File: src/rtl/adder_arbiter_if.sv
// Request/response bundle between datapath requesters and adder_arbiter.
// req_sub is present only when ADDER_ARB_SUB_EN is defined.
interface adder_arbiter_if #(
    parameter int NUM_REQ = 4,
    parameter int ID_W    = 2
);
    logic [NUM_REQ-1:0]    req_valid;
    logic [64*NUM_REQ-1:0] req_a;
    logic [64*NUM_REQ-1:0] req_b;
`ifdef ADDER_ARB_SUB_EN
    logic [NUM_REQ-1:0]    req_sub;
`endif
    logic [NUM_REQ-1:0]    req_ready;
    logic                  resp_valid;
    logic                  resp_ready;
    logic [ID_W-1:0]       resp_id;
    logic [63:0]           resp_sum;
    logic                  resp_cout;
    logic                  resp_ovf;

    modport master (
`ifdef ADDER_ARB_SUB_EN
        output req_sub,
`endif
        output req_valid, req_a, req_b, resp_ready,
        input  req_ready, resp_valid, resp_id, resp_sum, resp_cout, resp_ovf
    );

    modport slave (
`ifdef ADDER_ARB_SUB_EN
        input  req_sub,
`endif
        input  req_valid, req_a, req_b, resp_ready,
        output req_ready, resp_valid, resp_id, resp_sum, resp_cout, resp_ovf
    );
endinterface

File: src/rtl/adder_arbiter.sv
// Round-robin arbiter sharing one 64-bit adder among NUM_REQ requesters.
// Define ADDER_ARB_SUB_EN to add per-request subtraction through a NEG pass.
module sixty_four_bit_adder (
    input  logic [63:0] a_i,
    input  logic [63:0] b_i,
    output logic [63:0] sum_o,
    output logic        cout_o,
    output logic        ovrflow_o
);
    logic signed [63:0] a_s;
    logic signed [63:0] b_s;
    logic signed [63:0] sum_s;

    assign {cout_o, sum_o} = {1'b0, a_i} + {1'b0, b_i};
    assign a_s   = a_i;
    assign b_s   = b_i;
    assign sum_s = sum_o;
    // Overflow: operands share a sign that the result does not.
    assign ovrflow_o = ((a_s < 64'sd0) == (b_s < 64'sd0)) && ((sum_s < 64'sd0) != (a_s < 64'sd0));
endmodule

module adder_arbiter #(
    parameter int NUM_REQ = 4,
    parameter int ID_W    = 2
) (
    input  logic           clk,
    input  logic           rst,
    adder_arbiter_if.slave bus,
    output logic           busy
);
    typedef enum logic [1:0] {
        IDLE = 2'd0,
        CALC = 2'd1,
        RESP = 2'd2
`ifdef ADDER_ARB_SUB_EN
        , NEG = 2'd3
`endif
    } state_t;

    state_t          state_q, state_d;
    logic [ID_W-1:0] rr_ptr_q, rr_ptr_d;
    logic [ID_W-1:0] id_q, id_d;
    logic [ID_W-1:0] resp_id_q, resp_id_d;
    logic [63:0]     op_a_q, op_a_d;
    logic [63:0]     op_b_q, op_b_d;
    logic [63:0]     resp_sum_q, resp_sum_d;
    logic            resp_cout_q, resp_cout_d;
    logic            resp_ovf_q, resp_ovf_d;
`ifdef ADDER_ARB_SUB_EN
    logic            sub_q, sub_d;
`endif

    logic            gnt_vld;
    logic [ID_W-1:0] gnt_idx;
    logic [63:0]     req_a_arr [NUM_REQ];
    logic [63:0]     req_b_arr [NUM_REQ];
    logic [63:0]     add_a, add_b, add_sum;
    logic            add_cout, add_ovf;

    for (genvar g = 0; g < NUM_REQ; g++) begin : g_unpack
        assign req_a_arr[g] = bus.req_a[64*g +: 64];
        assign req_b_arr[g] = bus.req_b[64*g +: 64];
    end

    // First valid requester at or after rr_ptr_q, wrapping modulo NUM_REQ.
    always_comb begin
        int              j;
        logic [ID_W-1:0] j_idx;
        j       = 0;
        j_idx   = '0;
        gnt_vld = 1'b0;
        gnt_idx = '0;
        for (int k = 0; k < NUM_REQ; k++) begin
            j = int'(rr_ptr_q) + k;
            if (j >= NUM_REQ) j = j - NUM_REQ;
            j_idx = ID_W'(j);
            if (!gnt_vld && bus.req_valid[j_idx]) begin
                gnt_vld = 1'b1;
                gnt_idx = j_idx;
            end
        end
    end

    always_comb begin
        add_a = op_a_q;
        add_b = op_b_q;
`ifdef ADDER_ARB_SUB_EN
        if (state_q == NEG) begin
            add_a = ~op_b_q;
            add_b = 64'h1;
        end
`endif
    end

    sixty_four_bit_adder u_adder (
        .a_i       (add_a),
        .b_i       (add_b),
        .sum_o     (add_sum),
        .cout_o    (add_cout),
        .ovrflow_o (add_ovf)
    );

    always_ff @(posedge clk) begin
        if (rst) begin
            state_q     <= IDLE;
            rr_ptr_q    <= '0;
            resp_id_q   <= '0;
            resp_sum_q  <= '0;
            resp_cout_q <= 1'b0;
            resp_ovf_q  <= 1'b0;
        end else begin
            state_q     <= state_d;
            rr_ptr_q    <= rr_ptr_d;
            resp_id_q   <= resp_id_d;
            resp_sum_q  <= resp_sum_d;
            resp_cout_q <= resp_cout_d;
            resp_ovf_q  <= resp_ovf_d;
        end
        op_a_q <= op_a_d;
        op_b_q <= op_b_d;
        id_q   <= id_d;
`ifdef ADDER_ARB_SUB_EN
        sub_q  <= sub_d;
`endif
    end

    always_comb begin
        state_d     = state_q;
        rr_ptr_d    = rr_ptr_q;
        id_d        = id_q;
        op_a_d      = op_a_q;
        op_b_d      = op_b_q;
        resp_id_d   = resp_id_q;
        resp_sum_d  = resp_sum_q;
        resp_cout_d = resp_cout_q;
        resp_ovf_d  = resp_ovf_q;
`ifdef ADDER_ARB_SUB_EN
        sub_d       = sub_q;
`endif
        case (state_q)
            IDLE: begin
                if (gnt_vld) begin
                    op_a_d   = req_a_arr[gnt_idx];
                    op_b_d   = req_b_arr[gnt_idx];
                    id_d     = gnt_idx;
                    rr_ptr_d = (int'(gnt_idx) == NUM_REQ - 1) ? '0 : gnt_idx + ID_W'(1);
                    state_d  = CALC;
`ifdef ADDER_ARB_SUB_EN
                    sub_d    = bus.req_sub[gnt_idx];
                    if (bus.req_sub[gnt_idx]) state_d = NEG;
`endif
                end
            end
`ifdef ADDER_ARB_SUB_EN
            // Two's-complement negate of op_b, then a normal add pass.
            NEG: begin
                op_b_d  = add_sum;
                state_d = CALC;
            end
`endif
            CALC: begin
                resp_sum_d  = add_sum;
                resp_cout_d = add_cout;
                resp_ovf_d  = add_ovf;
                resp_id_d   = id_q;
                state_d     = RESP;
            end
            RESP: begin
                if (bus.resp_ready) state_d = IDLE;
            end
            default: state_d = IDLE;
        endcase
    end

    always_comb begin
        bus.req_ready = '0;
        if (state_q == IDLE && gnt_vld) bus.req_ready[gnt_idx] = 1'b1;
        bus.resp_valid = (state_q == RESP);
        bus.resp_id    = resp_id_q;
        bus.resp_sum   = resp_sum_q;
        bus.resp_cout  = resp_cout_q;
        bus.resp_ovf   = resp_ovf_q;
        busy           = (state_q != IDLE);
    end
endmodule

File: src/flat_wrapper.sv
// flat-port wrapper written by rule: the top's interface ports become plain ports
module adder_arbiter_flat 
#(
    parameter int NUM_REQ = 4,
    parameter int ID_W    = 2
)
  (clk, rst, busy, bus_req_valid, bus_req_a, bus_req_b, bus_resp_ready, bus_req_ready, bus_resp_valid, bus_resp_id, bus_resp_sum, bus_resp_cout, bus_resp_ovf);
  adder_arbiter_if #(.NUM_REQ(NUM_REQ), .ID_W(ID_W)) bus_i ();
  input  logic clk;
  input  logic rst;
  output logic busy;
  input wire logic [$bits(bus_i.req_valid)-1:0] bus_req_valid;
  input wire logic [$bits(bus_i.req_a)-1:0] bus_req_a;
  input wire logic [$bits(bus_i.req_b)-1:0] bus_req_b;
  input wire logic [$bits(bus_i.resp_ready)-1:0] bus_resp_ready;
  output wire logic [$bits(bus_i.req_ready)-1:0] bus_req_ready;
  output wire logic [$bits(bus_i.resp_valid)-1:0] bus_resp_valid;
  output wire logic [$bits(bus_i.resp_id)-1:0] bus_resp_id;
  output wire logic [$bits(bus_i.resp_sum)-1:0] bus_resp_sum;
  output wire logic [$bits(bus_i.resp_cout)-1:0] bus_resp_cout;
  output wire logic [$bits(bus_i.resp_ovf)-1:0] bus_resp_ovf;
  assign bus_i.req_valid = bus_req_valid;
  assign bus_i.req_a = bus_req_a;
  assign bus_i.req_b = bus_req_b;
  assign bus_i.resp_ready = bus_resp_ready;
  assign bus_req_ready = bus_i.req_ready;
  assign bus_resp_valid = bus_i.resp_valid;
  assign bus_resp_id = bus_i.resp_id;
  assign bus_resp_sum = bus_i.resp_sum;
  assign bus_resp_cout = bus_i.resp_cout;
  assign bus_resp_ovf = bus_i.resp_ovf;
  adder_arbiter #(.NUM_REQ(NUM_REQ), .ID_W(ID_W)) u_core (.clk(clk), .rst(rst), .bus(bus_i), .busy(busy));
endmodule
File: config.mk
export PLATFORM = sky130hd
export DESIGN_NAME = adder_arbiter_flat
export DESIGN_NICKNAME = d
export VERILOG_FILES = /design/src/rtl/adder_arbiter_if.sv /design/src/rtl/adder_arbiter.sv /design/src/flat_wrapper.sv
export SDC_FILE = /design/constraint.sdc
export NUM_CORES = 1
export LEC_CHECK = 0
export CELL_PAD_IN_SITES_DETAIL_PLACEMENT = 0
export CELL_PAD_IN_SITES_GLOBAL_PLACEMENT = 1
export CORE_UTILIZATION = 26
export CTS_CLUSTER_DIAMETER = 30
export DETAILED_ROUTE_END_ITERATION = 10
export GPL_TIMING_DRIVEN = 0
export MAX_ROUTING_LAYER = met4
export PLACE_DENSITY_LB_ADDON = 0.1
export SETUP_SLACK_MARGIN = 0.3
export SYNTH_ARGS = -nofsm -noshare
export SYNTH_HDL_FRONTEND = slang
export SYNTH_SLANG_ARGS = --single-unit
export TNS_END_PERCENT = 10
File: constraint.sdc
create_clock -name clk -period 7.55 [get_ports clk]
set_clock_uncertainty 0.2 [all_clocks]
set_input_delay 0.755 -clock clk [delete_from_list [all_inputs] [get_ports clk]]
set_output_delay 0.755 -clock clk [all_outputs]
set_load 0.03 [all_outputs]
**Word level (Yosys, flattened, before mapping)**

Index checks and enable logic that the tools add are counted.

- Add/sub/neg operators: 9
- Multiply operators: 0
- Divide/modulo/power cells: 0
- $lt $le $gt $ge: 14
- Equal/unequal tests: 7
- Shifts and indexed selects: 0
- Muxes and demuxes: 33
- Bitwise operators: 1
- Reduce and logical (&&, ||, !) cells: 13

Operators by type and width:

| kind | number |
|---|---|
| $bmux W64 S2 | 2 |
| $mux W64 | 4 |
| $lt A64 B1 Y1 const B | 3 |
| $add A64 B64 Y65 | 1 |
| $mux W2 | 11 |
| $lt A2 B3 Y1 const B | 5 |
| $ge A3 B3 Y1 const B | 4 |
| $mux W1 | 9 |
| $bmux W1 S2 | 4 |
| $sub A2 B1 Y2 const B | 4 |
| $add A2 B2 Y3 const B | 2 |
| $logic_and A1 B1 Y1 | 6 |
| $pmux W2 S3 | 1 |
| $eq A2 B1 Y1 const B | 2 |
| $mux W4 | 1 |
| $reduce_and A2 Y1 | 2 |
| $add A2 B1 Y3 const B | 1 |
| $ge A2 B3 Y1 const B | 1 |
| $logic_not A1 Y1 | 3 |
| $not A2 Y3 | 1 |
| $add A2 B1 Y2 const B | 1 |
| $demux W1 S2 | 1 |
| $eq A2 B2 Y1 const B | 1 |
| $ge A2 B1 Y1 const B | 1 |
| other kinds (6) | 6 |

- Register bits: 202
- Bits in latches: 0
- Memory bits (writable): 0
- ROM bits: 0
- Input bits: 519
- Output and inout port bits: 74
- Logic and storage cells: 86
- Memories: 0

**Logic depth before layout (Yosys ltp)**

Gate-level depths: netlist of the first run.

- Depth after elaboration: 19
- Mapped depth: 11
- Depth with buffers taken out: 11

**Hierarchy**

Synthesis of the first run repeated with hierarchy kept, for this count alone.

- Cells, all modules: 1,477
- Area total of the unflattened synthesis: 14,761.7 sq um

By module, submodules not included:

| module | times used | cells an instance | area an instance (sq um) | seq. area each (sq um) |
|---|---|---|---|---|
| adder_arbiter | 1 | 891 | 10,689.0 | 5,345.1 |
| sixty_four_bit_adder | 1 | 586 | 4,072.7 | 0.0 |

**Worst setup path before layout of the first run**

No wires, ideal clock.

- Path type: input port to output port
- From: input port bus_req_valid[1]
- To: output port bus_req_ready[0]
- Data arrival time: 7.195 ns
- Required time: 6.595 ns
- Path slack: -0.600 ns
- Stages on the path: 3
- Path buffers: 0
- Cells stage by stage: nor4_1 > nor2_1 > and2_1

- Word-level cells in the longest chain between the ends: 17
- Elaborated cells on any way between the ends: 29
- Those cells by class: 2 x order compare; 19 x mux; 8 x reduce/logical

RTL lines:

| what | line | RTL |
|---|---|---|
| start, declared | flat_wrapper.sv:12 | `input wire logic [$bits(bus_i.req_valid)-1:0] bus_req_valid;` |
| $bmux W1 S2 | adder_arbiter.sv:77 | `if (!gnt_vld && bus.req_valid[j_idx]) begin` |
| $mux W1 (not written as such) | adder_arbiter.sv:77 |  |
| $mux W1 | adder_arbiter.sv:77 |  |
| $logic_not A1 Y1 | adder_arbiter.sv:77 |  |
| $logic_and A1 B1 Y1 | adder_arbiter.sv:77 |  |
| $mux W1 | adder_arbiter.sv:77 |  |
| $logic_not A1 Y1 | adder_arbiter.sv:77 |  |
| $logic_and A1 B1 Y1 | adder_arbiter.sv:77 |  |
| $mux W1 | adder_arbiter.sv:77 |  |
| $logic_not A1 Y1 | adder_arbiter.sv:77 |  |
| $logic_and A1 B1 Y1 | adder_arbiter.sv:77 |  |
| $mux W2 | adder_arbiter.sv:77 |  |
| $lt A2 B3 Y1 (not written as such) or $ge A2 B1 Y1 (tied branches) | adder_arbiter.sv:177 | `if (state_q == IDLE && gnt_vld) bus.req_ready[gnt_idx] = 1'b1;` |
| $logic_and A1 B1 Y1 (not written as such) | adder_arbiter.sv:177 |  |
| $mux W1 (not written as such) | adder_arbiter.sv:177 |  |
| $demux W1 S2 | -- |  |
| $mux W4 * | adder_arbiter.sv:177 |  |
| end, declared | flat_wrapper.sv:16 | `output wire logic [$bits(bus_i.req_ready)-1:0] bus_req_ready;` |

Every way passes the cells marked *; elsewhere a longest branch is shown, timed or not. The select of a mux whose other input is x is not followed.

**Worst setup path after layout of the first run**

- From: input port bus_req_valid[1]
- To: output port bus_req_ready[3]

- Word-level cells in the longest chain between the ends: 17
- Elaborated cells on any way between the ends: 29
- Those cells by class: 2 x order compare; 19 x mux; 8 x reduce/logical

RTL lines:

| what | line | RTL |
|---|---|---|
| $bmux W1 S2 | adder_arbiter.sv:77 |  |
| $mux W1 (not written as such) | adder_arbiter.sv:77 |  |
| $mux W1 | adder_arbiter.sv:77 |  |
| $logic_not A1 Y1 | adder_arbiter.sv:77 |  |
| $logic_and A1 B1 Y1 | adder_arbiter.sv:77 |  |
| $mux W1 | adder_arbiter.sv:77 |  |
| $logic_not A1 Y1 | adder_arbiter.sv:77 |  |
| $logic_and A1 B1 Y1 | adder_arbiter.sv:77 |  |
| [... 2 more ...] | -- |  |
| $logic_and A1 B1 Y1 | adder_arbiter.sv:77 |  |
| $mux W2 * | adder_arbiter.sv:77 |  |
| named net u_core.gnt_idx[1] | adder_arbiter.sv:54 | `logic [ID_W-1:0] gnt_idx;` |
| $lt A2 B3 Y1 (not written as such) or $ge A2 B1 Y1 (tied branches) | adder_arbiter.sv:177 |  |
| $logic_and A1 B1 Y1 (not written as such) | adder_arbiter.sv:177 |  |
| $mux W1 (not written as such) | adder_arbiter.sv:177 |  |
| $demux W1 S2 * | -- |  |
| $mux W4 * | adder_arbiter.sv:177 |  |

Mark *: on every way through the listed nets, which the timed path passes. The rest lies on a longest branch. The select of a mux whose other input is x is not followed.

==> results.py, run 1 <==
metrics = {
    "die": {
        "rows": 85,
        "dieArea_um2": 55990,
        "chipWidth_um": 236.6,
        "core_um2": 54130,
        "pin_count": 593,
        "die_h_um": 236.6,
        "initial_utilization_pct": 26.44,
    },
    "synthesis": {
        "synth_top_area_share_pct": 27.28,
        "ys_warn_count": 0,
        "yosysTopAreaCell": "edfxtp_1",
        "synthArstFlopShare_pct": 0,
        "seq_area_frac_synth_pct": 37.35,
        "syn_inst": 1876,
        "ys_seq_elements": 202,
        "synthesis.nets": 2464,
        "synth-edff-count": 130,
        "synth_flop_cell": "edfxtp_1",
        "synth_cell_type_count": 78,
        "syn_area_um2": 14310,
        "avgSynthCellArea_um2": 7.629,
        "ys_top_cells_by_area": "edfxtp_1 (27%), nand2_1 (17%), dfxtp_1 (10%)",
    },
    "placed_design": {
        "port_buffers": 592,
        "pre_cts_slack_ps": 1721,
        "place_congestion": 0.8616,
        "dp_hpwl_mm": 53.54,
    },
    "cells_and_area": {
        "areaGrowthSynthToFinish_pct": 62.81,
        "nFillCells": 5502,
        "layout.nets": 3117,
        "drive_gt1_share_pct": 5.553,
        "num_antenna_cells": 0,
    },
    "detailed_routing": {
        "drt_iter0_markers": 880,
        "num_vias": 16250,
        "dr.pass1.iters": 5,
        "antenna_left": 0,
        "vias_per_cell": 4.968,
        "routedWlPerCell_um": 20.34,
        "wirelength_mm": 66.53,
        "drc": 0,
    },
    "worst_setup_path": {
        "worst-path-buf-inv": 6,
        "worst_setup_path_end_kind": "output port",
        "rr_worst_depth": 11,
        "r2r_slack_ps": 3680,
        "worst_ep_arrival_time_ps": 4900,
        "r2r_start": "u_core.add_b[0]$_DFFE_PP_",
        "startpoint_type": "primary input",
        "crit_end": "bus_req_ready[3]",
        "crit_path_start": "bus_req_valid[1]",
        "cpMostUsedCell": "clkbuf_1",
        "path_class": "in -> out",
        "critPathTopFamily": "buffers and inverters",
        "worstPathRequired_ps": 6590,
        "slowest_delay_ps": 1040,
        "crit_slowest_cell": "clkbuf_1",
        "crit_chain": "clkdlybuf4s50_1 -> inv_1 -> nand2_1 -> a21oi_1 -> o22a_1 -> clkbuf_1 -> clkbuf_1 -> clkbuf_1 -> ha_1 -> and2_1 -> clkdlybuf4s50_1",
        "path_max_fanout": 12,
        "timing.rr.end": "u_core.bus.resp_sum[62]$_SDFFE_PP0N_",
        "cp.depth": 11,
    },
    "power": {
        "p_sw_mw": 3.075,
        "netSwitchingFraction_pct": 38.80,
        "power.leakage_nw": 9.387,
        "power.clock.fraction_pct": 33.1,
        "pwr-share-comb_pct": 45.7,
        "p_seq_share_pct": 21.1,
        "power_density_nw_per_um2": 340.0,
        "internal-power_mw": 4.849,
        "peakVddDrop_uv": 199.4,
    },
    "sta": {
        "whs_ps": 250.5,
        "setup_ws_ps": 1697,
        "rsz0062_at_grt": "false",
        "finalSetupTns_ps": 0,
        "period_minus_slack_ps": 5853,
        "worst_slew_pin_slew_ps": 1385,
        "hold_violations": 0,
        "max_freq_ghz": 0.1708,
        "slew_headroom_pct": 7.686,
        "post-route-period-util_pct": 77.53,
        "drv_slew": 0,
        "finalSetupViolCount": 0,
    },
    "clocking": {
        "cts_max_path_buffers": 3,
        "cts.htree.levels": 2,
        "cts_setup_buffers": 0,
        "cts_buffers": 54,
        "root_buffer": "clkbuf_16",
        "hold_buffers": 0,
        "cts_resized": 0,
        "clkSlewWorstSetupHoldPaths_ps": 40,
        "cts.sinks": 202,
        "cts_tree": "yes",
        "clkLatencyLatePin_ps": 570,
    },
    "grt": {
        "first_global_vias": 16370,
        "grt_use_total_pct": 23.66,
        "grt_start_max_net_pins": 39,
        "overflow": 0,
        "grt_pass1_wl_mm": 97.87,
        "antenna_found_initial": 2,
    },
    "run_status": {
        "status": "completed",
    },
    "job": {
        "drv_cap": 0,
    },
    "min_path": {
        "hp-class": "reg -> reg",
        "holdPathStages": 2,
    },
}
-- cell usage after synthesis (4+ instances only) --
library cell / number
o21ai_0: 52
o211ai_1: 11
a211o_1: 4
inv_1: 20
a21o_1: 34
buf_2: 12
or3_1: 9
and3_1: 140
and2_1: 8
nand2_1: 655
xor2_1: 15
nand3_1: 20
nand2b_1: 6
ha_1: 68
nand4_1: 15
a211oi_1: 16
clkbuf_1: 100
nor2b_1: 5
o21a_1: 14
o21bai_1: 13
or2_2: 6
a31oi_1: 133
xnor2_1: 26
nand3b_1: 6
edfxtp_1: 130
dfxtp_1: 72
nor2_1: 51
a21oi_1: 131
nor3_1: 21
buf_1: 13
-- how the worst min path moves through the flow --
stage,slack (ps),to,start
final,250,u_core.bus.resp_sum[44]$_SDFFE_PP0N_,u_core.bus.resp_sum[44]$_SDFFE_PP0N_
after global routing,280,u_core.bus.resp_sum[39]$_SDFFE_PP0N_,u_core.bus.resp_sum[39]$_SDFFE_PP0N_
after CTS,250,u_core.bus.resp_sum[44]$_SDFFE_PP0N_,u_core.bus.resp_sum[44]$_SDFFE_PP0N_
after detailed placement,250,u_core.bus.resp_sum[11]$_SDFFE_PP0N_,u_core.bus.resp_sum[11]$_SDFFE_PP0N_
after global placement,240,u_core.bus.resp_sum[11]$_SDFFE_PP0N_,u_core.bus.resp_sum[11]$_SDFFE_PP0N_
after floorplan,270,u_core.bus.resp_id[0]$_SDFFE_PP0N_,u_core.id_q[0]$_DFFE_PP_
-- layer usage --
metal / share of wire [%] / vias to the layer above / GRT usage [%]
li1: - / 8016 / -
met5: 0 / - / -
met3: 6.4 / 82 / 5.374
met1: 43 / 7647 / 28.48
met4: 2.0 / 0 / 5.588
met2: 49 / 504 / 39.92
-- cells in the final DEF, fill, tap and decap left out, drive strengths merged, types with 7 or more instances in the layout --
cell type	n
bufinv	16
xor2	15
a211oi	17
a21o	34
nand2	655
and2	9
buf	30
and3	141
a21oi	133
nor2	51
xnor2	26
edfxtp	130
inv	27
o21a	14
clkdlybuf4s50	592
nor3	22
or2	7
o211ai	12
clkinvlp	7
clkbuf	160
a31oi	133
nand4	15
nand3	20
dfxtp	72
clkinv	15
ha	68
o21bai	13
o21ai	55
or3	10
-- cell type report --
class / count / area, um^2 / share of cell area (%)
multi-input combinational: 1526 / 8402 / 36.06
timing repair buffer: 597 / 6033 / 25.89
sequential: 202 / 5345 / 22.94
clock buffer: 58 / 1376 / 5.906
tap: 696 / 870.8 / 3.737
clock inverter: 44 / 699.4 / 3.002
buffer: 127 / 496.7 / 2.132
inverter: 21 / 78.83 / 0.3383
-- through the flow --
step / std cells / instance area (um^2) / power [mW] / utilization, %
3_5_place_dp: 3169 / 21230 / 5.315 / 39.21
4_1_cts: 3271 / 23300 / 7.991 / 43.05
5_1_grt: 3271 / 23300 / 8.417 / 43.05
3_3_place_gp: 3164 / 21110 / 5.302 / 39.00
6_report: 3271 / 23300 / 7.923 / 43.05
2_1_floorplan: 1876 / 14320 / 3.930 / -
-- worst min-delay path, delay by kind of cell (launching register included) --
family / cells / cell delay (ps)
AOI/OAI and AO/OA: 1 / 50
and+or+nand+nor: 1 / 50
DFF: 1 / 300
-- power by group through the flow --
stage | logic, mW | registers [mW] | clock network [mW]
floorplan | 2.09 | 1.84 | 0
global placement | 3.60 | 1.70 | 0
detailed placement | 3.62 | 1.69 | 0
CTS | 3.65 | 1.68 | 2.66
global route | 3.98 | 1.71 | 2.73
finish | 3.62 | 1.68 | 2.62
-- cell families after synthesis --
| kind of cell | synth area share (%) |
|---|---|
| flops | 37.35 |
| simple gates | 29.78 |
| buf+inv | 4.004 |
| mux | 0.06994 |
| compound gates | 20.20 |
| fa+ha+maj | 6.084 |
| xor+xnor | 2.509 |
-- state kept, by name, indices dropped and copies added (netlist names) --
| register | cells |
|---|---|
| u_core.add_a | 64 |
| u_core.add_b | 64 |
| u_core.bus.resp_cout | 1 |
| u_core.bus.resp_id | 2 |
| u_core.bus.resp_ovf | 1 |
| u_core.bus.resp_sum | 64 |
| u_core.id_q | 2 |
| u_core.rr_ptr_q | 2 |
| u_core.state_q | 2 |
Note: power is estimated with default switching activity, not from simulation.
==> run 2: changes to the inputs <==
clock period = 5.65 ns   (was 7.55 ns; I/O delays follow)
==> run 2 against run 1 <==
Against the previous run:
- sequential cell count unchanged
- via count is 0.98% lower
- first-iteration DRC count fell by 5.0%
- die area is the same
- combinational power is 33% higher
- non-clock buffer count fell by 2
- worst hold slack got worse by 1.9 ps
- sequential power up 33%
- clock-buffer cell count decreased by 4
- critical path type unchanged
- largest power group unchanged
==> results.py, run 2 (synthesis results as in run 1) <==
metrics = {
    "run_status": {
        "status": "completed",
    },
    "worst_setup_path": {
        "worst_ep_arrival_time_ps": 4150,
        "startpoint_type": "primary input",
        "path_max_fanout": 14,
        "r2r_slack_ps": 1540,
        "timing.rr.end": "u_core.add_a[41]$_DFFE_PP_",
        "path_class": "in -> out",
        "rr_worst_depth": 10,
        "worst_setup_path_end_kind": "output port",
        "worstPathRequired_ps": 4890,
        "crit_path_start": "bus_req_valid[1]",
        "r2r_start": "u_core.rr_ptr_q[1]$_SDFFE_PP0P_",
    },
    "power": {
        "power_density_nw_per_um2": 439.3,
        "peakVddDrop_uv": 226.3,
        "power.leakage_nw": 9.266,
    },
    "die": {
        "rows": 85,
        "dieArea_um2": 55990,
        "core_um2": 54130,
        "chipWidth_um": 236.6,
        "die_h_um": 236.6,
        "initial_utilization_pct": 26.44,
        "pin_count": 593,
    },
    "grt": {
        "overflow": 0,
        "first_global_vias": 16450,
        "grt_pass1_wl_mm": 97.10,
        "grt_start_max_net_pins": 38,
        "grt_use_total_pct": 23.51,
        "antenna_found_initial": 3,
    },
    "cells_and_area": {
        "fin_cells": 3269,
        "final_util_pct": 42.58,
        "drive_gt1_share_pct": 5.257,
        "areaGrowthSynthToFinish_pct": 61.05,
        "final_common_cell": "nand2_1",
        "layout.nets": 3113,
        "layout_common_cells": "nand2_1 (655), clkdlybuf4s50_1 (592), and3_1 (140)",
    },
    "detailed_routing": {
        "drt_iter0_markers": 836,
        "dr.pass1.iters": 5,
        "vias_per_cell": 4.922,
        "wirelength_mm": 66.07,
        "num_vias": 16090,
        "antenna_left": 0,
        "drc": 0,
        "routedWlPerCell_um": 20.21,
    },
    "sta": {
        "slew_headroom_pct": 9.768,
        "finalSetupViolCount": 0,
        "hold_violations": 0,
        "post-route-period-util_pct": 86.91,
        "rsz0062_at_grt": "false",
        "worst_slew_pin_slew_ps": 1353,
        "period_minus_slack_ps": 4911,
        "drv_slew": 0,
        "max_freq_ghz": 0.2036,
    },
    "clocking": {
        "cts.htree.levels": 2,
        "clkSlewWorstSetupHoldPaths_ps": 50,
        "hold_buffers": 0,
        "clkLatencyLatePin_ps": 560,
        "cts_tree": "yes",
        "root_buffer": "clkbuf_16",
        "cts_max_path_buffers": 3,
        "cts_buffers": 52,
        "cts.sinks": 202,
        "cts_setup_buffers": 0,
    },
    "min_path": {
        "holdPathStages": 2,
        "hp-class": "reg -> reg",
        "holdPathEnd": "u_core.bus.resp_sum[22]$_SDFFE_PP0N_",
        "hold_start": "u_core.bus.resp_sum[22]$_SDFFE_PP0N_",
    },
    "placed_design": {
        "port_buffers": 592,
        "placedCellCount": 3168,
        "place_congestion": 0.8659,
        "dp_hpwl_mm": 53.24,
    },
    "job": {
        "drv_cap": 0,
    },
}
-- run 2: worst max path at each step --
stage                                  end
after floorplan           bus_req_ready[0]
after global placement    bus_req_ready[2]
after detailed placement  bus_req_ready[3]
after CTS                 bus_req_ready[1]
after global routing      bus_req_ready[1]
final                     bus_req_ready[1]
-- run 2: cell type report --
| cell class | instances | area, um^2 |
|---|---|---|
| Tap cell | 696 | 870.8 |
| Sequential cell | 202 | 5345 |
| Timing Repair Buffer | 596 | 6013 |
| Clock buffer | 54 | 1309 |
| Inverter | 21 | 78.83 |
| Antenna cell | 5 | 12.51 |
| Multi-Input combinational cell | 1526 | 8402 |
| Buffer | 126 | 495.5 |
| Fill cell | 5563 | 31080 |
| Clock inverter | 43 | 524.3 |
-- run 2: worst max-delay path: stages --
cell             delay, ps
clkdlybuf4s50_1        470
inv_1                  100
nand2_1                 50
a21oi_1                160
o22a_1                 160
clkbuf_1               310
clkinv_1               840
clkbuf_1               470
ha_1                   260
and2_1                 130
clkdlybuf4s50_1        600
-- run 2: routing by layer --
layer | vias up | track usage [%] | part of all wire, %
li1 | 8003 | - | -
met1 | 7543 | 28.05 | 43
met2 | 460 | 39.74 | 48
met3 | 83 | 5.211 | 6.0
met4 | 0 | 6.257 | 2.3
met5 | - | - | 0
-- run 2: metrics by stage --
stage	total power, mW	TNS, ps	cell area, um^2	setup slack [ps]	hold slack (ps)
2_1_floorplan	5.245	0	14320	1657	271.3
3_3_place_gp	7.068	-303.9	21120	-97.33	238.6
3_5_place_dp	7.087	0	21210	271.8	246.5
4_1_cts	10.22	0	23040	419.1	251.7
5_1_grt	10.78	0	23040	478.4	266.1
6_report	10.13	0	23050	739.5	248.5
-- run 2: what timing repair did --
item	CTS	global route
resized for setup	1	0
endpoints found under the setup margin	2	2
hold endpoints to repair	0	0
-- run 2: report_power, final --
part           switching [mW]  total [mW]  internal, mW
registers               0.166        2.24          2.07
clock network           0.970        3.07          2.10
logic                    2.92        4.82          1.90
total                    4.05        10.1          6.07
